$ cat src/rtl/clk_monitor.sv
// clk_monitor: measures the period and high time of an asynchronous clock
// in clk cycles, checks both against expected values within a tolerance,
// and reports lock, stop and error status.
`timescale 1ns/1ps
module clk_monitor #(
  parameter int CNT_W       = 16,
  parameter int SYNC_STAGES = 2,
  parameter int EXP_PERIOD  = 10,
  parameter int EXP_HIGH    = 5,
  parameter int TOL         = 1,
  parameter int LOCK_CNT    = 4,
  parameter int TIMEOUT     = 1024
) (
  input  logic             clk,
  input  logic             rst_n,
  input  logic             enable,
  input  logic             mon_clk,
  output logic [CNT_W-1:0] period_cnt,
  output logic [CNT_W-1:0] high_cnt,
  output logic             meas_valid,
  output logic             freq_ok,
  output logic             duty_ok,
  output logic             locked,
  output logic             stopped,
  output logic [7:0]       err_cnt
);

  typedef enum logic [1:0] {
    IDLE    = 2'd0,
    ARM     = 2'd1,
    MEASURE = 2'd2
  } state_t;

  localparam int GOOD_W = $clog2(LOCK_CNT + 1);

  localparam logic [CNT_W-1:0]  EXP_P_C   = CNT_W'(EXP_PERIOD);
  localparam logic [CNT_W-1:0]  EXP_H_C   = CNT_W'(EXP_HIGH);
  localparam logic [CNT_W-1:0]  TOL_C     = CNT_W'(TOL);
  localparam logic [CNT_W-1:0]  TIMEOUT_C = CNT_W'(TIMEOUT);
  localparam logic [CNT_W-1:0]  CNT_ONE_C = CNT_W'(1);
  localparam logic [CNT_W-1:0]  CNT_MAX_C = {CNT_W{1'b1}};
  localparam logic [GOOD_W-1:0] LOCK_C    = GOOD_W'(LOCK_CNT);
  localparam logic [GOOD_W-1:0] GOOD_ONE_C = GOOD_W'(1);

  // Absolute difference taken in the larger-minus-smaller order so an
  // undershoot never wraps to a huge unsigned value.
  function automatic logic in_tol(input logic [CNT_W-1:0] meas,
                                  input logic [CNT_W-1:0] expv);
    logic [CNT_W-1:0] diff;
    if (meas >= expv) begin
      diff = meas - expv;
    end else begin
      diff = expv - meas;
    end
    return (diff <= TOL_C);
  endfunction

  function automatic logic [CNT_W-1:0] sat_inc(input logic [CNT_W-1:0] v);
    if (v == CNT_MAX_C) begin
      return v;
    end else begin
      return v + CNT_ONE_C;
    end
  endfunction

  state_t                   state_r;
  logic [SYNC_STAGES-1:0]   sync_r;
  logic                     s_s;
  logic                     s_prev_r;
  logic [CNT_W-1:0]         run_cnt_r;
  logic [CNT_W-1:0]         hi_cnt_r;
  logic [GOOD_W-1:0]        good_cnt_r;

  logic                     rise_s;
  logic                     tmo_s;
  logic                     f_ok_s;
  logic                     d_ok_s;
  logic [CNT_W-1:0]         run_inc_s;
  logic [CNT_W-1:0]         hi_inc_s;
  logic [GOOD_W-1:0]        good_nxt_s;
  logic [7:0]               err_inc_s;

  assign s_s = sync_r[SYNC_STAGES-1];

  // Synchronize mon_clk into the clk domain and keep one cycle of history.
  always_ff @(posedge clk or negedge rst_n) begin
    if (!rst_n) begin
      sync_r   <= '0;
      s_prev_r <= 1'b0;
    end else begin
      sync_r   <= {sync_r[SYNC_STAGES-2:0], mon_clk};
      s_prev_r <= s_s;
    end
  end

  // Edge detect, timeout detect, tolerance checks and saturating increments.
  always_comb begin
    rise_s     = s_s & ~s_prev_r;
    tmo_s      = (run_cnt_r == TIMEOUT_C);
    f_ok_s     = in_tol(run_cnt_r, EXP_P_C);
    d_ok_s     = in_tol(hi_cnt_r, EXP_H_C);
    run_inc_s  = sat_inc(run_cnt_r);
    hi_inc_s   = s_s ? sat_inc(hi_cnt_r) : hi_cnt_r;
    good_nxt_s = (good_cnt_r == LOCK_C) ? LOCK_C : (good_cnt_r + GOOD_ONE_C);
    err_inc_s  = (err_cnt == 8'hFF) ? err_cnt : (err_cnt + 8'd1);
  end

  // Monitor FSM: counters, measurement capture and all registered status.
  always_ff @(posedge clk or negedge rst_n) begin
    if (!rst_n) begin
      state_r    <= IDLE;
      run_cnt_r  <= '0;
      hi_cnt_r   <= '0;
      good_cnt_r <= '0;
      period_cnt <= '0;
      high_cnt   <= '0;
      meas_valid <= 1'b0;
      freq_ok    <= 1'b0;
      duty_ok    <= 1'b0;
      locked     <= 1'b0;
      stopped    <= 1'b0;
      err_cnt    <= 8'd0;
    end else begin
      meas_valid <= 1'b0;
      if (!enable) begin
        // Disabling discards any measurement in progress; results and
        // err_cnt keep their last values for software to read.
        state_r    <= IDLE;
        good_cnt_r <= '0;
        freq_ok    <= 1'b0;
        duty_ok    <= 1'b0;
        locked     <= 1'b0;
        stopped    <= 1'b0;
      end else begin
        case (state_r)
          IDLE: begin
            state_r   <= ARM;
            err_cnt   <= 8'd0;
            run_cnt_r <= CNT_ONE_C;
            hi_cnt_r  <= '0;
          end
          ARM: begin
            if (rise_s) begin
              run_cnt_r <= CNT_ONE_C;
              hi_cnt_r  <= CNT_ONE_C;
              state_r   <= MEASURE;
            end else if (tmo_s) begin
              // Restart the count so a dead clock is re-reported every TIMEOUT.
              stopped    <= 1'b1;
              locked     <= 1'b0;
              freq_ok    <= 1'b0;
              good_cnt_r <= '0;
              err_cnt    <= err_inc_s;
              run_cnt_r  <= CNT_ONE_C;
            end else begin
              run_cnt_r <= run_inc_s;
            end
          end
          MEASURE: begin
            if (rise_s) begin
              period_cnt <= run_cnt_r;
              high_cnt   <= hi_cnt_r;
              meas_valid <= 1'b1;
              freq_ok    <= f_ok_s;
              duty_ok    <= d_ok_s;
              stopped    <= 1'b0;
              run_cnt_r  <= CNT_ONE_C;
              hi_cnt_r   <= CNT_ONE_C;
              if (f_ok_s && d_ok_s) begin
                good_cnt_r <= good_nxt_s;
                locked     <= (good_nxt_s == LOCK_C);
              end else begin
                good_cnt_r <= '0;
                locked     <= 1'b0;
                err_cnt    <= err_inc_s;
              end
            end else if (tmo_s) begin
              stopped    <= 1'b1;
              locked     <= 1'b0;
              freq_ok    <= 1'b0;
              good_cnt_r <= '0;
              err_cnt    <= err_inc_s;
              run_cnt_r  <= CNT_ONE_C;
              state_r    <= ARM;
            end else begin
              run_cnt_r <= run_inc_s;
              hi_cnt_r  <= hi_inc_s;
            end
          end
          default: begin
            state_r <= IDLE;
          end
        endcase
      end
    end
  end

endmodule

$ cat config.mk
export PLATFORM = sky130hd
export DESIGN_NAME = clk_monitor
export DESIGN_NICKNAME = d
export VERILOG_FILES = /design/src/rtl/clk_monitor.sv
export SDC_FILE = /design/constraint.sdc
export NUM_CORES = 1
export LEC_CHECK = 0
export CORE_MARGIN = 8
export CORE_UTILIZATION = 45
export CTS_BUF_LIST = sky130_fd_sc_hd__clkbuf_16
export DETAILED_ROUTE_END_ITERATION = 8
export HOLD_SLACK_MARGIN = 0.05
export PLACE_DENSITY = 0.67
export SLEW_MARGIN = 15
export SYNTH_ARGS = -nofsm -noshare
export SYNTH_HDL_FRONTEND = slang
export SYNTH_SLANG_ARGS = --single-unit
$ cat constraint.sdc
create_clock -name clk -period 2.84 [get_ports clk]
set_clock_uncertainty 0.15 [all_clocks]
set_input_delay 0.568 -clock clk [delete_from_list [all_inputs] [get_ports clk]]
set_output_delay 0.568 -clock clk [all_outputs]
set_load 0.02 [all_outputs]
======== Word level (Yosys, flattened, before mapping) ========
Index checks and enable logic that the tools add are counted.
operators by class
  add/sub/neg operators ................... 8
  $lt $le $gt $ge ......................... 4
  equal/unequal tests ..................... 22
  multiplexer cells ....................... 52
  bitwise logic cells ..................... 2
  reductions and logical operators ........ 12
operator list
  operator               count
  $mux 16                10
  $pmux 16 s3            1
  $mux 8                 5
  $add 16x1->16 const B  2
  $eq 16x16->1 const B   2
  $le 16x1->1 const B    2
  $pmux 16 s2            1
  $ne 3x3->1 const B     8
  $pmux 8 s3             1
  $mux 1                 19
  $mux 3                 6
  $eq 16x11->1 const B   1
  $ge 16x3->1 const B    1
  $ge 16x4->1 const B    1
  $sub 16x3->16 const B  1
  $sub 16x4->16 const B  1
  $sub 3x16->16 const A  1
  $sub 4x16->16 const A  1
  $reduce_and 3->1       3
  $add 8x1->8 const B    1
  $eq 8x8->1 const B     1
  $mux 2                 4
  $eq 3x3->1 const B     2
  $pmux 1 s2             3
  19 further kinds       22
word-level totals
  register bits after elaboration ......... 85
  input bits .............................. 4
  output and inout bits ................... 45
  word-level logic and storage cells ...... 114

======== Longest topological paths before layout ========
Gate-level depths: netlist of run 1.
  depth in word-level cells ............... 8
  gate-level depth with buffers ........... 12
  gate-level depth less buffers ........... 10

======== Worst setup path after synthesis of run 1 ========
OpenSTA, ideal clock, no wires.
  path kind ............................... register -> register
  from .................................... register hi_cnt_r[1]
  to ...................................... register err_cnt[3]
  library setup time ...................... 140 ps
  arrival ................................. 2,582 ps
  data required time ...................... 2,550 ps
  path slack .............................. -32 ps
  stages on the path, launching flop included .. 12
  buffers on the path ..................... 1
  period minus slack after synthesis ...... 2,872 ps
  cell sequence ........................... dfrtp_1 inv_1 ha_1 or2b_2 and4_1 and3_1 a211oi_1 nand4_2 nor4_2 or2_1 buf_6 o311ai_2
on the way
  word-level cells in the longest chain between the ends .. 6
  elaborated cells between the ends (all ways) .. 8
  those cells by class .................... add/sub (2); order compare (2); eq/ne (1); mux (1); reduce/logical (2)
RTL lines
  item                                         RTL line  source
  start: declaration                           71        logic [CNT_W-1:0] hi_cnt_r;
  start signal: assignment                     187       hi_cnt_r <= hi_inc_s;
  $sub 3x16->16, or another cell as far along  53        diff = expv - meas;
  $mux 16 (*)                                  50        if (meas >= expv) begin
  $le 16x1->1 (*)                              55        return (diff <= TOL_C);
  $logic_and 1x1->1 (*)                        169       if (f_ok_s && d_ok_s) begin
  $ne 3x3->1 (no line) (*)                     n/a
  $reduce_and 4->1 (no line) (*)               n/a
  end signal: assignment                       153       err_cnt <= err_inc_s;
  end signal: assignment                       175       err_cnt <= err_inc_s;
  end signal: assignment                       182       err_cnt <= err_inc_s;
  end: declaration                             25        output logic [7:0] err_cnt
Every way passes the cells marked *; elsewhere a longest branch is shown, timed or not.
A chain may end at the register's enable or synchronous reset.

======== Worst setup path in the final report of run 1 ========
  from .................................... register hi_cnt_r[1]
  to ...................................... register err_cnt[6]
Same word-level chain as after synthesis.

==> PnR_summary.wiki, run 1 <==
{| class="wikitable"
! Metric !! Value
|-
| Part of the power in the clock network || 0.360
|-
| Remaining antenna violation count after routing || 0
|-
| Number of enable flip-flop cells after synthesis || 0
|-
| Switching share of power || 0.313
|-
| Max H-tree Level || 3
|-
| Top-area cell type share of the netlist area || 0.408
|-
| Initial core utilization || 0.459
|-
| Post-synthesis cell area || 0.00522 mm^2
|-
| Smallest hold slack || between 0.15 and 0.2 ns
|-
| Post-detailed-route DRC marker count || 0
|-
| Predominant post-synthesis flop cell || sky130_fd_sc_hd__dfrtp_1
|-
| Clock latency at the later pin of the worst-skew pair || 0.35 ns
|-
| Placed insts || 814
|-
| CP Data Arrival Time || 2.96 ns
|-
| Post-Synthesis Cells || 562
|-
| DR WL/cell || 17.8 um
|-
| Ranking of synthesized cells by area || sky130_fd_sc_hd__dfrtp_1, sky130_fd_sc_hd__mux2_2, sky130_fd_sc_hd__ha_1
|-
| Synth Net Count || 588
|-
| Maximum number of pins on one net before global-route repair || 35
|-
| Quantity of I/O buffers inserted on ports || 48
|-
| Global-route wire length before repair || approximately 24000 um
|-
| Count of pins over their slew limit || 0
|-
| Final RePlAce weighted congestion || between 0.9 and 1
|-
| Placed cell area || 0.00647 mm^2
|-
| Number of diodes added for antenna fixing || 0
|-
| Distinct cell type count of the synthesized netlist || 73
|-
| Non-Filler Instances || 846
|-
| Core Region || 0.0114 mm^2
|-
| Syn Area/Cell || 9.28 um^2
|-
| Setup tns final || -0.374 ns
|-
| Die width || about 120 um
|-
| Number of placement rows || 39
|-
| Flop2flop setup slack || -0.05 ns
|-
| Clock transition at the registers of the reported paths || 0.06 ns
|-
| Number of synthesis warnings || 0
|-
| Worst path bufs/invs || 3
|-
| Most frequent cell after synthesis || sky130_fd_sc_hd__dfrtp_1
|-
| Total wire length after detailed routing || 15100 um
|-
| Number of top-level pins || between 40 and 50
|-
| Vias per cell || 5.80
|-
| Setup-violating endpoint count in the final report || 11
|-
| Combinational cell fraction of total power || 0.292
|-
| Maximum count of clock buffers along a single path || 2
|-
| Drt pass-1 iters || 5
|-
| DIE AREA || 0.0153 mm^2
|-
| Net Switching || between 1 and 1.5 mW
|-
| CTS tree || built
|-
| Net count of the finished layout || 724
|-
| Max_cap viols || 0
|-
| Cell-internal power || around 2.6 mW
|-
| Worst Path Class, Setup || register to register
|-
| Fin crit share || 1.02
|-
| Antenna violations before repair || 0
|-
| Required time of the critical path || 2.91 ns
|-
| Critical Path Start Type || register
|-
| Buffer type at the clock tree root || sky130_fd_sc_hd__clkbuf_16
|-
| Multi-input gate area || 0.00307 mm^2
|-
| Worst-path maximum fanout || 4
|-
| CTS Sinks || 85
|-
| Synth Register Bits || 85
|-
| Number of filler instances in the final layout || 942
|-
| Via count || 4906
|-
| Fmax || 0.346 GHz
|-
| Via count of the first global-routing pass || 4850
|-
| Worst-path cell chain || inv_2, buf_6, ha_4, a21o_4, or4_4, o32ai_2, xnor2_1, nand3_2, nor4_4, or2_1, buf_6, o32ai_2
|-
| Violations in the final reports || negative setup slack
|-
| Fraction of final layout cells with drive strength greater than 1 || 0.306
|-
| Kind of capture point of the worst setup path || register
|-
| Hold/Removal Path Class || register to register
|-
| Post-synthesis sequential area ratio || 0.408
|-
| Top cells by count, synth || sky130_fd_sc_hd__dfrtp_1, sky130_fd_sc_hd__o21ai_0, sky130_fd_sc_hd__nor2_1
|-
| Async set-reset flop share out of synthesis || 1.00
|-
| Slew at the pin with the worst max-slew slack || 0.645 ns
|-
| Number of DRC markers in iteration 0 || 314
|-
| Relative slew slack || 0.570
|-
| Cell accounting for the most synthesized area || sky130_fd_sc_hd__dfrtp_1
|-
| Non-Filler Cell Area, Final || 0.00717 mm^2
|-
| Leakage power summed over all cells || 3.27 nW
|-
| Dpl hpwl || around 11000 um
|-
| Slowest CP cell || sky130_fd_sc_hd__or4_4
|-
| Power per cell area || between 500 and 600 mW/mm^2
|-
| Status || complete, but fails checks
|-
| Final critical path time including I/O delays and setup || about 2.9 ns
|-
| Total GRT Usage || 0.198
|-
| PnR Total Power || 3.78 mW
|-
| TritonCTS buffer count || 9
|-
| RSZ-0062 raised after global routing || yes
|-
| Share of power burned in registers || 0.348
|-
| FF+latch area || 0.00213 mm^2
|-
| Global route total overflow || 0
|-
| Crit path max-delay family || simple AND/OR/NAND/NOR gates
|-
| Final worst slack || -0.0515 ns
|-
| Die outline height || between 100 and 150 um
|-
| Number of endpoints with negative hold slack in the final report || 0
|-
| Largest incremental delay on the critical path || 0.51 ns
|-
| Maximum resistive drop on vdd || 0.446 mV
|-
| Area added between synthesis and finish || 37.5%
|}
## cell type report
cell class / count / share of cell area
Clock buffer: 9 / 0.0314
Inverter: 18 / 0.00942
Tap cell: 143 / 0.0249
Multi-Input combinational cell: 421 / 0.429
Timing Repair Buffer: 163 / 0.192
Clock inverter: 7 / 0.0161
Sequential cell: 85 / 0.297
## final timing paths
| path | start | end | depth (start not counted) |
|---|---|---|---|
| setup / recovery | hi_cnt_r[1] | err_cnt[6] | 12 |
| hold / removal | sync_r[0] | sync_r[1] | 0 |
| setup reg to reg | hi_cnt_r[1] | err_cnt[6] | 12 |
| hold reg to reg | sync_r[0] | sync_r[1] | 0 |
| max in group asynchronous | rst_n | period_cnt[1] | 3 |
| min in group asynchronous | rst_n | high_cnt[7] | 2 |
## per-layer routing
layer / routed length [um] / GRT usage / vias up
li1: - / - / 2328
met1: 6370 / 0.238 / 2411
met2: 7810 / 0.341 / 142
met3: 585 / 0.0326 / 25
met4: 318 / 0.0910 / 0
met5: 0 / 0 / -
## worst register-to-register path: cells and delay by family, from the launching register on
| kind | cells | cell delay, ns |
|---|---|---|
| and+or+nand+nor | 4 | 1.18 |
| xor gates and xnor gates | 1 | 0.17 |
| DFF | 1 | 0.39 |
| buffers and inverters | 3 | 0.31 |
| AOI/OAI and AO/OA | 3 | 0.40 |
| adders and majority gates | 1 | 0.15 |
## metrics by stage
stage	worst slack, ns	util
6_report	-0.0515	0.631
5_1_grt	-0.178	0.631
4_1_cts	-0.0200	0.608
3_5_place_dp	-0.146	0.569
3_3_place_gp	-0.139	0.569
2_1_floorplan	0.0273	-
## placed cells by master (no fill, tap or decap), types with 6 or more instances in the layout
master / n
sky130_fd_sc_hd__a21oi_1: 26
sky130_fd_sc_hd__a31oi_1: 8
sky130_fd_sc_hd__and2_1: 9
sky130_fd_sc_hd__and3_1: 10
sky130_fd_sc_hd__buf_4: 108
sky130_fd_sc_hd__buf_6: 6
sky130_fd_sc_hd__clkbuf_16: 9
sky130_fd_sc_hd__clkdlybuf4s50_1: 47
sky130_fd_sc_hd__dfrtp_1: 81
sky130_fd_sc_hd__ha_1: 20
sky130_fd_sc_hd__inv_1: 17
sky130_fd_sc_hd__mux2_2: 26
sky130_fd_sc_hd__nand2_1: 43
sky130_fd_sc_hd__nand3_1: 17
sky130_fd_sc_hd__nand4_1: 9
sky130_fd_sc_hd__nor2_1: 44
sky130_fd_sc_hd__nor2b_1: 7
sky130_fd_sc_hd__nor3_1: 6
sky130_fd_sc_hd__o21ai_0: 51
sky130_fd_sc_hd__o31ai_1: 16
sky130_fd_sc_hd__xnor2_1: 6
sky130_fd_sc_hd__xor2_1: 8
## timing repair
action	CTS	global route
gates resized for setup	15	35
hold buffers	1	0
pin swaps	7	17
endpoints found under the hold margin	29	0
buffers inserted	5	10
endpoints found under the setup margin	15	31
## power by group through the flow
stage	sequential, mW	combinational [mW]	clock (mW)
global placement	1.33	1.02	0
detailed placement	1.34	1.04	0
global route	1.32	1.21	1.43
finish	1.32	1.10	1.36
CTS	1.32	1.05	1.38
floorplan	1.37	0.566	0
## cells by family (layout without fill, tap and decap cells)
group	Yosys count	count (layout)	synth area share
muxes	28	28	0.0600
buffers and inverters	56	197	0.0501
adders and majority gates	22	22	0.0528
AOI/OAI and AO/OA	150	150	0.190
and+or+nand+nor	207	207	0.216
DFF	85	85	0.408
xor gates and xnor gates	14	14	0.0235
## state kept, by name, summed over array words and instances, names as in the netlist
register,flops
locked,1
run_cnt_r,16
stopped,1
period_cnt,16
state_r,2
meas_valid,1
good_cnt_r,3
hi_cnt_r,16
err_cnt,8
s_prev_r,1
sync_r,2
high_cnt,16
duty_ok,1
freq_ok,1
(Power assumes the default switching activity.)
==> run 2, diff against run 1 <==
--- a/config.mk
+++ b/config.mk
@@ -6,11 +6,11 @@
 export NUM_CORES = 1
 export LEC_CHECK = 0
 export CORE_MARGIN = 8
-export CORE_UTILIZATION = 45
+export CORE_UTILIZATION = 40
 export CTS_BUF_LIST = sky130_fd_sc_hd__clkbuf_16
 export DETAILED_ROUTE_END_ITERATION = 8
 export HOLD_SLACK_MARGIN = 0.05
-export PLACE_DENSITY = 0.67
+export PLACE_DENSITY = 0.6
 export SLEW_MARGIN = 15
 export SYNTH_ARGS = -nofsm -noshare
 export SYNTH_HDL_FRONTEND = slang
==> run 2 against run 1 <==
Net effect: power shrank 7.6%; final area shrank 2.6%; first-iteration DRC count shrank 4.1%; final cell count grew 2.8%; non-clock buffer count shrank 5; flip-flop and latch count is the same; the flow still finishes with violations (negative setup slack); critical path type unchanged; count of clock-buffer cells in the layout is the same; critical endpoint unchanged.
==> PnR_summary.wiki, run 2 (synthesized netlist as in run 1, its figures left out) <==
{| class="wikitable"
! Metric !! Value
|-
| Leakage power summed over all cells || 3.18 nW (-2.8%)
|-
| Max_cap viols || 0 (unchanged)
|-
| Global route total overflow || 0 (unchanged)
|-
| Core Region || 0.0127 mm^2 (+11%)
|-
| Non-Filler Instances || 870 (+2.8%)
|-
| Relative slew slack || 0.593 (+0.0230)
|-
| Dpl hpwl || 11200 um (+2.4%)
|-
| CP Data Arrival Time || 3.04 ns (+0.08 ns)
|-
| Fmax || 0.336 GHz (-2.7%)
|-
| Number of filler instances in the final layout || 1151 (+22%)
|-
| Final worst slack || -0.133 ns (-0.0811 ns)
|-
| Worst Path Class, Setup || register to register
|-
| Maximum resistive drop on vdd || 0.405 mV (-9.3%)
|-
| Timing endpoint of the critical path || err_cnt[6]
|-
| Maximum count of clock buffers along a single path || 2 (unchanged)
|-
| Violations in the final reports || negative setup slack
|-
| Worst path bufs/invs || 1 (-2)
|-
| FF+latch area || 0.00213 mm^2 (-0.12%)
|-
| Kind of capture point of the worst setup path || register
|-
| Total GRT Usage || 0.183 (-0.0152)
|-
| Smallest hold slack || 0.200 ns (+0.00185 ns)
|-
| Remaining antenna violation count after routing || 0 (unchanged)
|-
| Final critical path time including I/O delays and setup || 2.97 ns (+0.0811 ns)
|-
| Switching share of power || 0.337 (+0.0241)
|-
| Setup tns final || -1.18 ns (-0.811 ns)
|-
| Number of DRC markers in iteration 0 || 301 (-4.1%)
|-
| Most common cell after layout, fill and taps aside || sky130_fd_sc_hd__buf_4
|-
| DIE AREA || 0.0170 mm^2 (+11%)
|-
| Status || complete, but fails checks
|-
| Quantity of I/O buffers inserted on ports || 48 (unchanged)
|-
| Via count of the first global-routing pass || 4785 (-1.3%)
|-
| Power per cell area || 500 mW/mm^2 (-5.1%)
|-
| Critical Path Start Type || register
|-
| Worst-path maximum fanout || 5 (+1)
|-
| Count of pins over their slew limit || 0 (unchanged)
|-
| Placed insts || 850 (+4.4%)
|-
| Post-detailed-route DRC marker count || 0 (unchanged)
|-
| Leading cell types in the layout, fill and taps excluded || sky130_fd_sc_hd__buf_4, sky130_fd_sc_hd__dfrtp_1, sky130_fd_sc_hd__o21ai_0
|-
| Crit path max-delay family || simple AND/OR/NAND/NOR gates
|-
| Flop2flop setup slack || -0.13 ns (-0.08 ns)
|-
| TritonCTS buffer count || 9 (unchanged)
|-
| Global routing met3 resource utilization || 0.0237 (-0.00897)
|-
| CTS Sinks || 85 (unchanged)
|-
| Worst slack at placement || -0.193 ns (-0.0464 ns)
|-
| Via count || 4851 (-1.1%)
|-
| Number of top-level pins || 49 (unchanged)
|-
| Net Switching || 1.18 mW (-0.46%)
|-
| Slew at the pin with the worst max-slew slack || 0.606 ns (-0.0399 ns)
|-
| Launch point of the worst path || hi_cnt_r[9]
|-
| Number of diodes added for antenna fixing || 0 (unchanged)
|-
| Cell-internal power || 2.31 mW (-11%)
|-
| Drt pass-1 iters || 5 (unchanged)
|-
| Initial core utilization || 0.412 (-0.0471)
|-
| Met2 capacity usage during global routing || 0.313 (-0.0280)
|-
| Net count of the finished layout || 719 (-0.69%)
|-
| Share of power burned in registers || 0.377 (+0.029)
|-
| Number of cell instances on the worst register-to-register path || 9 (-3)
|-
| DR WL/cell || 17.1 um (-4.3%)
|-
| Fin crit share || 1.05 (+0.0285)
|-
| Number of endpoints with negative hold slack in the final report || 0 (unchanged)
|-
| Hold/Removal Path Class || register to register
|-
| Slowest CP cell || sky130_fd_sc_hd__or4_4
|-
| Multi-input gate area || 0.00296 mm^2 (-3.9%)
|-
| Fraction of final layout cells with drive strength greater than 1 || 0.284 (-0.0222)
|-
| Area added between synthesis and finish || 33.8%
|-
| CTS tree || built
|-
| Most crowded layer after global routing || met2
|-
| Global-route wire length before repair || 24400 um (+1.3%)
|-
| Setup-violating endpoint count in the final report || 12 (+1)
|-
| Largest incremental delay on the critical path || 0.56 ns (+0.05 ns)
|-
| Reg-to-reg critical path endpoint || err_cnt[6]
|-
| Launching point of the worst reg2reg path || hi_cnt_r[9]
|-
| Required time of the critical path || 2.91 ns (about the same)
|-
| Maximum number of pins on one net before global-route repair || 41 (+17%)
|-
| Final RePlAce weighted congestion || 0.905 (-3.5%)
|-
| Die outline height || 130 um (+5.3%)
|-
| Crit path top cell by count || sky130_fd_sc_hd__or4_4
|-
| Total wire length after detailed routing || 14800 um (-1.6%)
|-
| Clock latency at the later pin of the worst-skew pair || 0.35 ns (about the same)
|-
| Cell count along the critical path || 9 (-3)
|-
| Part of the power in the clock network || 0.317 (-0.043)
|-
| Routing usage on met1 || 0.225 (-0.0132)
|-
| Vias per cell || 5.58 (-3.8%)
|-
| Buffer type at the clock tree root || sky130_fd_sc_hd__clkbuf_16
|-
| Clock transition at the registers of the reported paths || 0.07 ns (about the same)
|-
| Number of placement rows || 41 (+5.1%)
|-
| Combinational cell fraction of total power || 0.306 (+0.014)
|-
| RSZ-0062 raised after global routing || yes
|-
| Antenna violations before repair || 0 (unchanged)
|-
| PnR Total Power || 3.49 mW (-7.6%)
|-
| Max H-tree Level || 3 (unchanged)
|-
| Die width || 130 um (+5.3%)
|-
| Worst-path cell chain || or4_4, or4_4, o32ai_4, xnor2_2, nand3_2, nor4_4, or2_1, buf_6, o32ai_2
|}
-- run 2: cell count changes in the layout (fill, tap and decap cells not counted), sizes merged --
cell      before  now
clkinvlp       0    5
buf          115  110
bufinv         3    0
inv           21   19
-- run 2: worst min path at each step --
stage / from / end / slack [ns] / depth (start not counted)
floorplan: rst_n / duty_ok / 0.12 / 0
global placement: sync_r[0] / sync_r[1] / 0.19 / 0
detailed placement: sync_r[0] / sync_r[1] / 0.20 / 0
CTS: sync_r[0] / sync_r[1] / 0.20 / 0
global route: sync_r[0] / sync_r[1] / 0.22 / 0
finish: sync_r[0] / sync_r[1] / 0.20 / 0
-- run 2: final cells by class --
cell class | count | share of cell area
Multi-Input combinational cell | 421 | 0.423
Clock inverter | 7 | 0.00735
Timing Repair Buffer | 158 | 0.192
Clock buffer | 9 | 0.0323
Tap cell | 172 | 0.0308
Sequential cell | 85 | 0.305
Inverter | 18 | 0.00968
-- run 2: metrics by stage --
stage	util	cell area [um^2]
after detailed placement	0.519	6570
after CTS	0.546	6920
after floorplan	-	5260
after global placement	0.519	6570
after global routing	0.551	6980
final	0.551	6980
-- run 2: worst register-to-register path, stage by stage (launching register included) --
cell                      delay, ns
sky130_fd_sc_hd__dfrtp_1       0.42
sky130_fd_sc_hd__or4_4         0.57
sky130_fd_sc_hd__or4_4         0.51
sky130_fd_sc_hd__o32ai_4       0.13
sky130_fd_sc_hd__xnor2_2       0.16
sky130_fd_sc_hd__nand3_2       0.15
sky130_fd_sc_hd__nor4_4        0.35
sky130_fd_sc_hd__or2_1         0.18
sky130_fd_sc_hd__buf_6         0.14
sky130_fd_sc_hd__o32ai_2       0.10
-- run 2: repair_timing --
action	4_1_cts	5_1_grt
pin swaps	5	8
endpoints found under the setup margin	15	30
hold buffers	1	0
buffers inserted	3	0
gates resized for setup	10	13
hold endpoints to repair	26	0
-- run 2: power groups by stage --
stage / logic (mW) / clock network (mW) / registers, mW
2_1_floorplan: 0.566 / 0 / 1.37
3_3_place_gp: 1.04 / 0 / 1.33
3_5_place_dp: 1.04 / 0 / 1.34
4_1_cts: 1.05 / 1.13 / 1.31
5_1_grt: 1.20 / 1.18 / 1.32
6_report: 1.07 / 1.11 / 1.31
-- run 2: metal layers --
layer,up-vias,wire length [um]
met5,-,0
met4,0,357
met3,27,573
met2,126,7500
met1,2377,6420
li1,2321,-
